--- config.mk ---
export PLATFORM = sky130hd
export DESIGN_NAME = uart_tx_sched_flat
export DESIGN_NICKNAME = d
export VERILOG_FILES = /design/src/rtl/uart_tx_sched_if.sv /design/src/rtl/uart_tx_sched.sv /design/src/flat_wrapper.sv
export SDC_FILE = /design/constraint.sdc
export NUM_CORES = 1
export LEC_CHECK = 0
export ABC_AREA = 1
export BUFFER_PORTS_ARGS = -buffer_cell sky130_fd_sc_hd__buf_2
export CAP_MARGIN = 10
export CORE_MARGIN = 2
export CORE_UTILIZATION = 52
export DETAILED_ROUTE_END_ITERATION = 10
export PLACE_DENSITY = 0.9
export SLEW_MARGIN = 20
export SYNTH_ARGS = -nofsm -noshare
export SYNTH_HDL_FRONTEND = slang
export SYNTH_SLANG_ARGS = --single-unit
--- constraint.sdc ---
create_clock -name CLK -period 2.5 [get_ports CLK]
set_clock_uncertainty 0.1 [all_clocks]
set_input_delay 0.25 -clock CLK [delete_from_list [all_inputs] [get_ports CLK]]
set_output_delay 0.25 -clock CLK [all_outputs]
set_load 0.01 [all_outputs]
--- src/rtl/uart_tx_sched_if.sv ---
// Handshake bundle between the two requesters, the UART transmitter and uart_tx_sched.
// master: requesters plus transmitter side; slave: the scheduler.
interface uart_tx_sched_if;
    logic        A_REQ;
    logic [15:0] A_DATA;
    logic        A_ACK;
    logic        B_REQ;
    logic [7:0]  B_DATA;
    logic        B_ACK;
    logic        TX_BUSY;
    logic [7:0]  TX_P_DATA;
    logic        TX_D_VLD;
    logic        SCHED_BUSY;
    logic        TO_ERR;

    modport master (
        output A_REQ, A_DATA, B_REQ, B_DATA, TX_BUSY,
        input  A_ACK, B_ACK, TX_P_DATA, TX_D_VLD, SCHED_BUSY, TO_ERR
    );

    modport slave (
        input  A_REQ, A_DATA, B_REQ, B_DATA, TX_BUSY,
        output A_ACK, B_ACK, TX_P_DATA, TX_D_VLD, SCHED_BUSY, TO_ERR
    );
endinterface

--- src/rtl/uart_tx_sched.sv ---
// Round-robin scheduler feeding a word source (A, 2 bytes LSB first) and a byte source (B) to one UART.
// Define UART_TX_SCHED_TIMEOUT_EN to abort a message when TX_BUSY never rises within TO_CYCLES.
module uart_tx_sched #(
    parameter int TO_CYCLES = 16
) (
    input  logic           CLK,
    input  logic           RST,
    uart_tx_sched_if.slave bus
);

    typedef enum logic [2:0] {IDLE, ISSUE, WAIT_HI, WAIT_LO, NEXT} state_t;

    state_t      state_q, state_d;
    logic [15:0] data_q;
    logic        word_q;
    logic        idx_q;
    logic        pri_a_q;
    logic        grant_a, grant_b;
    logic        more_bytes;
    logic [7:0]  cur_byte;
    logic        to_fire;
    logic        to_err_q;

    logic        a_ack, b_ack, tx_d_vld, sched_busy, to_err;
    logic [7:0]  tx_p_data;

    if (TO_CYCLES < 2 || TO_CYCLES > 255) begin : g_to_range
        $error("uart_tx_sched: TO_CYCLES must be within 2..255");
    end

    assign more_bytes = word_q && !idx_q;
    assign cur_byte   = idx_q ? data_q[15:8] : data_q[7:0];

    // pri_a_q set means A wins a tie; it flips to the other side on every grant
    always_comb begin
        grant_a = 1'b0;
        grant_b = 1'b0;
        if (state_q == IDLE && !RST && !bus.TX_BUSY) begin
            if (bus.A_REQ && (pri_a_q || !bus.B_REQ)) begin
                grant_a = 1'b1;
            end else if (bus.B_REQ) begin
                grant_b = 1'b1;
            end
        end
    end

    always_ff @(posedge CLK) begin
        if (RST) begin
            state_q <= IDLE;
        end else begin
            state_q <= state_d;
        end
    end

    always_comb begin
        state_d = state_q;
        unique case (state_q)
            IDLE:    if (grant_a || grant_b) state_d = ISSUE;
            ISSUE:   state_d = WAIT_HI;
            WAIT_HI: begin
                if (bus.TX_BUSY) begin
                    state_d = WAIT_LO;
                end else if (to_fire) begin
                    state_d = IDLE;
                end
            end
            WAIT_LO: if (!bus.TX_BUSY) state_d = NEXT;
            NEXT:    state_d = more_bytes ? ISSUE : IDLE;
            default: state_d = IDLE;
        endcase
    end

    always_ff @(posedge CLK) begin
        if (RST) begin
            data_q  <= '0;
            word_q  <= 1'b0;
            idx_q   <= 1'b0;
            pri_a_q <= 1'b1;
        end else if (grant_a) begin
            data_q  <= bus.A_DATA;
            word_q  <= 1'b1;
            idx_q   <= 1'b0;
            pri_a_q <= 1'b0;
        end else if (grant_b) begin
            data_q  <= {8'h00, bus.B_DATA};
            word_q  <= 1'b0;
            idx_q   <= 1'b0;
            pri_a_q <= 1'b1;
        end else if (state_q == NEXT && more_bytes) begin
            idx_q   <= 1'b1;
        end
    end

`ifdef UART_TX_SCHED_TIMEOUT_EN
    localparam logic [7:0] TO_LAST = 8'(TO_CYCLES - 1);

    logic [7:0] to_cnt_q;

    always_ff @(posedge CLK) begin
        if (RST) begin
            to_cnt_q <= '0;
            to_err_q <= 1'b0;
        end else begin
            to_err_q <= to_fire;
            if (state_q == WAIT_HI) begin
                to_cnt_q <= to_cnt_q + 8'd1;
            end else begin
                to_cnt_q <= '0;
            end
        end
    end

    assign to_fire = (state_q == WAIT_HI) && !bus.TX_BUSY && (to_cnt_q == TO_LAST);
`else
    assign to_fire  = 1'b0;
    assign to_err_q = 1'b0;
`endif

    // Outputs are forced low while RST is high so reset wins in its own cycle
    always_comb begin
        a_ack      = 1'b0;
        b_ack      = 1'b0;
        tx_d_vld   = 1'b0;
        tx_p_data  = '0;
        sched_busy = 1'b0;
        to_err     = 1'b0;
        if (!RST) begin
            a_ack    = grant_a;
            b_ack    = grant_b;
            tx_d_vld = (state_q == ISSUE);
            to_err   = to_err_q;
            if (state_q inside {ISSUE, WAIT_HI, WAIT_LO}) begin
                tx_p_data = cur_byte;
            end
            unique case (state_q)
                IDLE:    sched_busy = grant_a || grant_b;
                NEXT:    sched_busy = more_bytes;
                default: sched_busy = 1'b1;
            endcase
        end
    end

    assign bus.A_ACK      = a_ack;
    assign bus.B_ACK      = b_ack;
    assign bus.TX_D_VLD   = tx_d_vld;
    assign bus.TX_P_DATA  = tx_p_data;
    assign bus.SCHED_BUSY = sched_busy;
    assign bus.TO_ERR     = to_err;

endmodule

--- src/flat_wrapper.sv ---
// flat-port wrapper written by rule: the top's interface ports become plain ports
module uart_tx_sched_flat 
#(
    parameter int TO_CYCLES = 16
)
  (CLK, RST, bus_A_REQ, bus_A_DATA, bus_B_REQ, bus_B_DATA, bus_TX_BUSY, bus_A_ACK, bus_B_ACK, bus_TX_P_DATA, bus_TX_D_VLD, bus_SCHED_BUSY, bus_TO_ERR);
  uart_tx_sched_if bus_i ();
  input  logic CLK;
  input  logic RST;
  input wire logic [$bits(bus_i.A_REQ)-1:0] bus_A_REQ;
  input wire logic [$bits(bus_i.A_DATA)-1:0] bus_A_DATA;
  input wire logic [$bits(bus_i.B_REQ)-1:0] bus_B_REQ;
  input wire logic [$bits(bus_i.B_DATA)-1:0] bus_B_DATA;
  input wire logic [$bits(bus_i.TX_BUSY)-1:0] bus_TX_BUSY;
  output wire logic [$bits(bus_i.A_ACK)-1:0] bus_A_ACK;
  output wire logic [$bits(bus_i.B_ACK)-1:0] bus_B_ACK;
  output wire logic [$bits(bus_i.TX_P_DATA)-1:0] bus_TX_P_DATA;
  output wire logic [$bits(bus_i.TX_D_VLD)-1:0] bus_TX_D_VLD;
  output wire logic [$bits(bus_i.SCHED_BUSY)-1:0] bus_SCHED_BUSY;
  output wire logic [$bits(bus_i.TO_ERR)-1:0] bus_TO_ERR;
  assign bus_i.A_REQ = bus_A_REQ;
  assign bus_i.A_DATA = bus_A_DATA;
  assign bus_i.B_REQ = bus_B_REQ;
  assign bus_i.B_DATA = bus_B_DATA;
  assign bus_i.TX_BUSY = bus_TX_BUSY;
  assign bus_A_ACK = bus_i.A_ACK;
  assign bus_B_ACK = bus_i.B_ACK;
  assign bus_TX_P_DATA = bus_i.TX_P_DATA;
  assign bus_TX_D_VLD = bus_i.TX_D_VLD;
  assign bus_SCHED_BUSY = bus_i.SCHED_BUSY;
  assign bus_TO_ERR = bus_i.TO_ERR;
  uart_tx_sched #(.TO_CYCLES(TO_CYCLES)) u_core (.CLK(CLK), .RST(RST), .bus(bus_i));
endmodule
==> Word-level counts from Yosys, hierarchy flattened <==
Cells that the tools add are included.
{ "classes": {"eq_ne": 7, "n_bitwise": 0, "div_mod_pow": 0, "magnitude_cmp": 0, "mul": 0, "muxes": 24, "n_reduce_logical": 16, "add_sub_neg": 0, "shifts": 0} }
{ "op_table": {"columns": ["operator", "n"], "rows": [
  ["$mux 16", 2],
  ["$mux 8", 3],
  ["$pmux 3 s5", 1],
  ["$mux 1", 14],
  ["$mux 3", 3],
  ["$eq 3x2->1 const B", 2],
  ["$ne 2x2->1 const B", 3],
  ["$logic_and 1x1->1", 5],
  ["$logic_not 1->1", 4],
  ["$eq 3x1->1 const B", 1],
  ["$eq 3x3->1 const B", 1],
  ["$logic_not 3->1", 1],
  ["$reduce_and 3->1", 1],
  ["$reduce_bool 3->1", 1],
  ["$reduce_or 3->1", 1],
  ["$logic_or 1x1->1", 2],
  ["$pmux 1 s2", 1],
  ["$reduce_bool 2->1", 1]
]} }
{ "word_totals": {"elab_cells": 52, "mem_bits_rw": 0, "romBits": 0, "out_inout_bits": 13, "n_memories": 0, "register_bits": 22, "latchBits": 0, "input_bits": 29} }

==> Logic depth before layout (Yosys ltp) <==
Gate-level depths: netlist (run 1).
{ "depth": {"word_depth": 8, "mapped_depth": 10, "mapped_depth_nobuf": 9} }

==> Worst setup path after synthesis (run 1) <==
Ideal clock, no wire load.
{ "synth_path": {"kind": "flip-flop to output port", "startpoint": "reg u_core.idx_q", "endpoint": "out bus_TX_P_DATA[5]", "path_buffers": 1, "t_arrival_ps": 1109, "required_ps": 2150, "slack_ps": 1041, "stages_incl_launch_ff": 5, "cell_sequence": "dfxtp_1 inv_1 clkbuf_1 nor2_1 a211oi_1"} }
{ "synth_between": {"elab_chain_cells": 3} }
{ "synth_lines": {"columns": ["element", "line", "source"], "rows": [
  ["start, declared", "uart_tx_sched.sv:16", "logic idx_q;"],
  ["start signal, assigned", "uart_tx_sched.sv:77", "idx_q <= 1'b0;"],
  ["start signal, assigned", "uart_tx_sched.sv:82", "idx_q <= 1'b0;"],
  ["start signal, assigned", "uart_tx_sched.sv:87", "idx_q <= 1'b0;"],
  ["$mux 8", "uart_tx_sched.sv:32", "assign cur_byte = idx_q ? data_q[15:8] : data_q[7:0];"],
  ["$mux 8", "uart_tx_sched.sv:132", "if (state_q inside {ISSUE, WAIT_HI, WAIT_LO}) begin"],
  ["$mux 8", "uart_tx_sched.sv:127", "if (!RST) begin"],
  ["end, declared", "flat_wrapper.sv:17", "output wire logic [$bits(bus_i.TX_P_DATA)-1:0] bus_TX_P_DATA;"]
]} }
No other way between the ends.

==> Final worst setup path (run 1) <==
{ "layout_path": {"startpoint": "reg u_core.state_q[1]", "endpoint": "out bus_TX_P_DATA[5]"} }
{ "layout_between": {"elab_chain_cells": 4, "word_cells_on_any_way": 6, "classes_between": "eq/ne: 3; mux: 2; reduce/logical: 1"} }
{ "layout_lines": {"columns": ["element", "line", "source"], "rows": [
  ["start, declared", "uart_tx_sched.sv:13", "state_t state_q, state_d;"],
  ["start signal, assigned", "uart_tx_sched.sv:51", "state_q <= state_d;"],
  ["$eq 3x1->1 or $eq 3x2->1 (tied branches)", "uart_tx_sched.sv:132", null],
  ["$reduce_bool 3->1 (*)", "uart_tx_sched.sv:132", null],
  ["$mux 8 (*)", "uart_tx_sched.sv:132", null],
  ["$mux 8 (*)", "uart_tx_sched.sv:127", null]
]} }
Every way passes the cells marked *; elsewhere a longest branch is shown, timed or not.

==> results.py, run 1 <==
metrics = {
    "status": {
        "status": "finished, final reports clean",
    },
    "pwr": {
        "clock_power_share_pct": 27.6,
        "power.combinational.fraction_pct": 28.5,
        "netSwitchingFraction_pct": 32.53,
        "power.switching_uw": 320.4,
        "power.density_nw_per_um2": 706.8,
        "fin_total_pwr_uw": 985.1,
        "power.sequential.fraction_pct": 43.9,
        "cell_int_power_uw": 664.7,
        "power.leakage_uw": 0.0007228,
        "worst_ir_drop_vdd_uv": 670.9,
    },
    "critical_path": {
        "critical_path_arrival_ps": 1660,
        "critical_path.endpoint_type": "output pin",
        "rr_startpoint": "u_core.state_q[0]",
        "worst_r2r_path_depth": 8,
        "crit_path_max_fanout": 8,
        "reg2reg_to": "u_core.data_q[1]",
        "crit_type": "register to output pin",
        "required_ps": 2150,
        "reg2reg_setup_slack_ps": 870,
        "crit_chain": "nor2_4 > inv_1 > nand3_1 > a211oi_1 > buf_2",
        "crit_slowest_cell": "dfxtp_1",
        "critical_path.startpoint_type": "register",
        "critical-path-max-stage-delay_ps": 470,
    },
    "synth": {
        "post_synth.cell_area_avg_um2": 7.282,
        "ff_latch_count_synth": 22,
        "synth-seq-area-share_pct": 37.57,
        "nets_in_the_synthesized_netlist": 190,
        "synthDistinctLibCells": 29,
        "ys.warnings.count": 0,
        "synth.cell_area_um2": 1172,
        "synth_cells": 161,
    },
    "floorplan": {
        "initial_utilization_pct": 54.04,
        "die_outline_width_um": 51.48,
        "core_area_um2": 2170,
        "fp.dieArea_um2": 2650,
        "die_height_um": 51.48,
        "placement_rows": 17,
        "top_level_ports": 42,
    },
    "timing": {
        "final.min_clock_period_ps": 2010,
        "setup_violations": 0,
        "fmax_ghz": 0.4975,
        "worst_hold_slack_ps": 27.32,
        "grt_setup_unrepaired": "false",
        "fin_crit_sh_pct": 80.40,
        "setup_tns_ps": 0,
        "slew_violations": 0,
        "final_count_of_hold_timing_violations": 0,
    },
    "worst_hold_path": {
        "holdCritPathClass": "input pin to register",
        "worst_hold_startpoint": "bus_A_DATA[11]",
        "whs_endpoint": "u_core.data_q[11]",
        "worstHoldPathCells": 3,
    },
    "cells_and_area": {
        "syn_to_final_growth_pct": 18.89,
        "insertedDiodeCount": 0,
        "layout.nets": 229,
        "register_area_um2": 440.4,
        "final_common_cell": "nand2_1",
        "fraction_of_layout_instances_using_a_drive_strength_above_1_pct": 33.67,
        "layout_common_cells": "46 x nand2_1, 40 x buf_2, 22 x dfxtp_1",
        "layoutNonFillerInstCount": 227,
        "final_design_area_no_fill_um2": 1394,
        "multiInputGateArea_um2": 603.1,
        "fillCellCount": 213,
    },
    "global_routing": {
        "wire_length_of_the_first_global_routing_pass_um": 3995,
        "globalRouteTotalUtil_pct": 19.80,
        "grt_start_max_net_pins": 21,
        "grt_antenna_before_repair": 0,
        "grt.overflow.total": 0,
        "first_global_vias": 979,
    },
    "drt": {
        "dr_total_vias": 1118,
        "wl_um": 2402,
        "ratio_of_routed_vias_to_standard_cells": 4.925,
        "first_pass_iters": 4,
        "route.detailed.drc": 0,
        "drt_iter0_drc": 22,
        "wl_per_cell_um": 10.58,
        "antenna_violating_nets_post_route": 0,
    },
    "clocking": {
        "cts_inserted_buffers": 3,
        "cts_tree": "done",
        "number_of_sinks_handled_by_clock_tree_synthesis": 22,
        "clk_latency_ps": 310,
        "cts.repair_timing.setup_buffer_count": 0,
        "clk_pin_slew_worst_paths_ps": 120,
        "cts-root-buf": "clkbuf_4",
        "cts_hold_repair.buffers": 0,
        "cts_resized": 0,
        "ctsLongestPathBuffers": 2,
        "clock_tree.htree_level_count": 1,
    },
    "placed_design": {
        "dp_hpwl_um": 1825,
        "place_congestion": 0.8569,
        "port_buffers": 40,
        "placed_cell_area_um2": 1341,
        "dpl.cell_count": 223,
    },
    "job": {
        "maxCapViolations": 0,
    },
}
[per-layer routing]
metal | share of wire [%] | GRT usage, % | up-vias
met5 | 0 | 0 | -
met4 | 0.46 | 2.632 | 0
met3 | 7.3 | 5.263 | 3
met2 | 46 | 33.55 | 44
met1 | 46 | 25.77 | 490
li1 | - | - | 581
[flip-flops by register name (all words and copies together) (netlist names)]
signal / cells
u_core.idx_q: 1
u_core.pri_a_q: 1
u_core.word_q: 1
u_core.state_q: 3
u_core.data_q: 16
[worst max path at each step]
stage	startpoint	slack (ps)	end
2_1_floorplan	u_core.idx_q	1040	bus_TX_P_DATA[5]
3_3_place_gp	RST	860	bus_A_ACK
3_5_place_dp	RST	810	u_core.data_q[1]
4_1_cts	u_core.state_q[1]	500	bus_TX_P_DATA[5]
5_1_grt	u_core.state_q[0]	310	bus_TX_P_DATA[5]
6_report	u_core.state_q[1]	490	bus_TX_P_DATA[5]
[kinds of logic after synthesis]
logic type      count (synthesis)  share of synthesized area, %
flops                          22                         37.57
buf+inv                        22                         10.99
other cells                     1                        0.3199
simple gates                   94                         39.27
compound gates                 22                         11.85
[per-stage QoR]
step	worst slack [ps]	util, %
floorplan	1041	-
finish	490.1	64.24
global placement	856.4	61.82
CTS	501.8	64.24
detailed placement	806.3	61.82
global route	310.0	64.24
[final cells by class]
class / instances / share of cell area [%]
Tap cell: 28 / 2.513
Clock inverter: 1 / 2.154
Sequential cell: 22 / 31.60
Multi-Input combinational cell: 117 / 43.27
Inverter: 16 / 4.488
Clock buffer: 3 / 1.616
Timing Repair Buffer: 40 / 14.36
[power groups by stage]
| stage | clock [µW] | combinational, µW | sequential, µW |
|---|---|---|---|
| after floorplan | 0 | 226 | 434 |
| after detailed placement | 0 | 280 | 440 |
| final | 272 | 281 | 432 |
| after global routing | 295 | 313 | 441 |
| after global placement | 0 | 276 | 440 |
| after CTS | 281 | 281 | 433 |
[synth_stat cells, drive strengths merged]
master | instances | area (µm²)
buf | 4 | 58.81
nand4 | 2 | 12.51
o21a | 1 | 7.510
conb | 1 | 3.750
a21oi | 9 | 56.31
nand3 | 10 | 55.05
nor2 | 17 | 90.09
nor3 | 2 | 10.01
o21ai | 7 | 38.78
dfxtp | 22 | 440.4
nand2 | 61 | 276.5
a31oi | 1 | 6.260
clkbuf | 2 | 7.510
a211oi | 4 | 30.03
or2 | 1 | 8.760
inv | 16 | 62.56
nand3b | 1 | 7.510
[critical path: cells and delay by family, from the launching register on]
family	cells	cell delay (ps)
buf+inv	2	240
simple gates	2	350
flops	1	470
compound gates	1	300
Power figures use the tool's default switching activity.
==> inputs of run 2 (changes only) <==
- ABC_AREA: 1 -> 0
- CORE_UTILIZATION: 52 -> 47
- PLACE_DENSITY: 0.9 -> 0.84
- clock period: 2.5 -> 1.9 ns (I/O delays scaled with it)
==> results.py, run 2 <==
metrics = {
    "drt": {
        "ratio_of_routed_vias_to_standard_cells": 5.766,
        "route.detailed.drc": 0,
        "wl_um": 3210,
        "first_pass_iters": 4,
        "drt_iter0_drc": 20,
        "dr_total_vias": 1159,
        "antenna_violating_nets_post_route": 0,
        "wl_per_cell_um": 15.97,
    },
    "floorplan": {
        "initial_utilization_pct": 49.69,
        "die_height_um": 52.13,
        "fp.dieArea_um2": 2717,
        "placement_rows": 17,
        "die_outline_width_um": 52.13,
        "top_level_ports": 42,
        "core_area_um2": 2191,
    },
    "timing": {
        "max-slew-margin-rel_pct": 55.43,
        "grt_setup_unrepaired": "true",
        "slew_violations": 0,
        "setup_violations": 1,
        "worst_slew_pin_slew_ps": 668.6,
        "final.min_clock_period_ps": 1904,
        "finalWorstSetupSlack_ps": -4.173,
        "fmax_ghz": 0.5252,
        "worst_hold_slack_ps": 50.26,
        "fin_crit_sh_pct": 100.2,
        "final_count_of_hold_timing_violations": 0,
    },
    "cells_and_area": {
        "layoutNonFillerInstCount": 201,
        "layout_common_cells": "40 x buf_2, 20 x dfxtp_1, 13 x buf_4",
        "largest-register": "u_core.data_q",
        "layout.nets": 203,
        "fraction_of_layout_instances_using_a_drive_strength_above_1_pct": 40.46,
        "largest_registers": "u_core.data_q (16), u_core.state_q (3)",
        "post-route-util_pct": 69.73,
        "syn_to_final_growth_pct": 40.35,
        "largest_register_ff_count": 16,
        "final_common_cell": "buf_2",
        "insertedDiodeCount": 0,
        "fillCellCount": 177,
    },
    "critical_path": {
        "crit_chain": "or4_4 > buf_6 > nor3_4 > buf_2",
        "crit_path_max_fanout": 5,
        "critical_path.startpoint_type": "register",
        "crit_slowest_cell": "or4_4",
        "rr_startpoint": "u_core.state_q[2]",
        "crit_type": "register to output pin",
        "critical_path.endpoint_type": "output pin",
        "critical_path_arrival_ps": 1610,
        "worst_r2r_path_depth": 5,
        "critical-path-max-stage-delay_ps": 540,
        "reg2reg_setup_slack_ps": 70,
        "critical_path.startpoint": "u_core.state_q[2]",
        "required_ps": 1610,
        "reg2reg_to": "u_core.data_q[14]",
    },
    "clocking": {
        "cts_tree": "done",
        "number_of_sinks_handled_by_clock_tree_synthesis": 22,
        "ctsLongestPathBuffers": 2,
        "cts_inserted_buffers": 3,
        "clock_tree.htree_level_count": 1,
        "clk_pin_slew_worst_paths_ps": 120,
        "cts-root-buf": "clkbuf_4",
        "clk_latency_ps": 320,
    },
    "global_routing": {
        "grt.overflow.total": 0,
        "first_global_vias": 1152,
        "wire_length_of_the_first_global_routing_pass_um": 5257,
        "globalRouteTotalUtil_pct": 26.71,
        "grt_antenna_before_repair": 0,
        "grt_start_max_net_pins": 15,
    },
    "worst_hold_path": {
        "whs_endpoint": "u_core.data_q[0]",
        "worstHoldPathCells": 3,
        "holdCritPathClass": "input pin to register",
        "worst_hold_startpoint": "bus_A_DATA[0]",
    },
    "synth": {
        "netlist_top_cells_area": "dfxtp_1 40%, mux2i_1 7.4%, a22o_1 5.6%",
        "async_flop_share_pct": 0,
        "synth_cells": 116,
        "ys.warnings.count": 0,
        "ff_latch_count_synth": 22,
        "ys.flop_type": "dfxtp_1",
        "nets_in_the_synthesized_netlist": 145,
        "synth-edff-count": 0,
        "netlist_top_cells_count": "22 x dfxtp_1, 12 x nor2_1, 9 x a21oi_1, 8 x mux2i_1",
        "synth_most_common_cell": "dfxtp_1",
        "post_synth.cell_area_avg_um2": 9.384,
        "yosys.area.top_type": "dfxtp_1",
        "synth-seq-area-share_pct": 40.46,
        "synth.cell_area_um2": 1089,
        "synthDistinctLibCells": 34,
        "yosysTopAreaCellShare_pct": 40.46,
    },
    "job": {
        "maxCapViolations": 0,
    },
    "status": {
        "status": "finished, violations left",
        "violations": "setup timing",
    },
    "placed_design": {
        "dpl.cell_count": 185,
        "dp_hpwl_um": 2156,
        "place_congestion": 0.7622,
        "port_buffers": 40,
        "dpl_worst_slack_ps": 157.5,
    },
    "pwr": {
        "worst_ir_drop_vdd_uv": 480.8,
        "power.leakage_uw": 0.0006426,
        "power.density_nw_per_um2": 653.5,
        "fin_total_pwr_uw": 998.3,
    },
}
run 2: how the worst max path moves through the flow:
stage	end	slack [ps]	cells after the start
2_1_floorplan	bus_A_ACK	190	5
3_3_place_gp	bus_B_ACK	240	4
3_5_place_dp	bus_B_ACK	160	4
4_1_cts	bus_B_ACK	-20	4
5_1_grt	bus_B_ACK	-50	4
6_report	bus_B_ACK	-4	4
run 2: power breakdown:
part | switching [µW] | internal [µW]
Clock | 149 | 117
Combinational | 112 | 113
Sequential | 18.1 | 490
Total | 278 | 720
run 2: layer usage:
layer	global-route usage [%]	part of all wire (%)
met4	17.11	2.8
met2	46.20	53
met1	31.48	40
met3	2.011	4.4
met5	0	0
run 2: timing repair:
action | 4_1_cts | 5_1_grt
buffers inserted | 2 | 2
hold buffers | 8 | 0
pin swaps | 4 | 2
hold endpoints to repair | 8 | 0
endpoints found under the setup margin | 3 | 9
gates resized for setup | 5 | 5
gates cloned | 0 | 0
run 2: layout make-up:
cell class	instances	area [µm²]	share of cell area (%)
inverters	5	18.77	1.228
clock buffers	4	36.28	2.375
flip-flops and latches	22	442.9	28.99
repair buffers	63	400.4	26.21
multi-input cells	79	594.3	38.90
well taps	28	35.03	2.293
run 2: worst max-delay path: cells and delay by family (launching register included):
| kind | cells | cell delay [ps] |
|---|---|---|
| buf+inv | 2 | 300 |
| flops | 1 | 350 |
| simple gates | 2 | 640 |
run 2: stage by stage:
stage	setup TNS (ps)	instance area, µm²
floorplan	0	1089
global placement	0	1345
detailed placement	0	1345
CTS	-17.58	1496
global route	-47.28	1528
finish	-4.173	1528
run 2: cell families (layout without fill, tap and decap cells):
group	after synthesis	after routing	synth area share (%)
AO/OA/AOI/OAI	43	43	29.42
buffers and inverters	15	72	7.356
flip-flops	22	22	40.46
multiplexers	8	8	7.357
other	1	1	0.3445
AND/OR/NAND/NOR	27	27	15.06
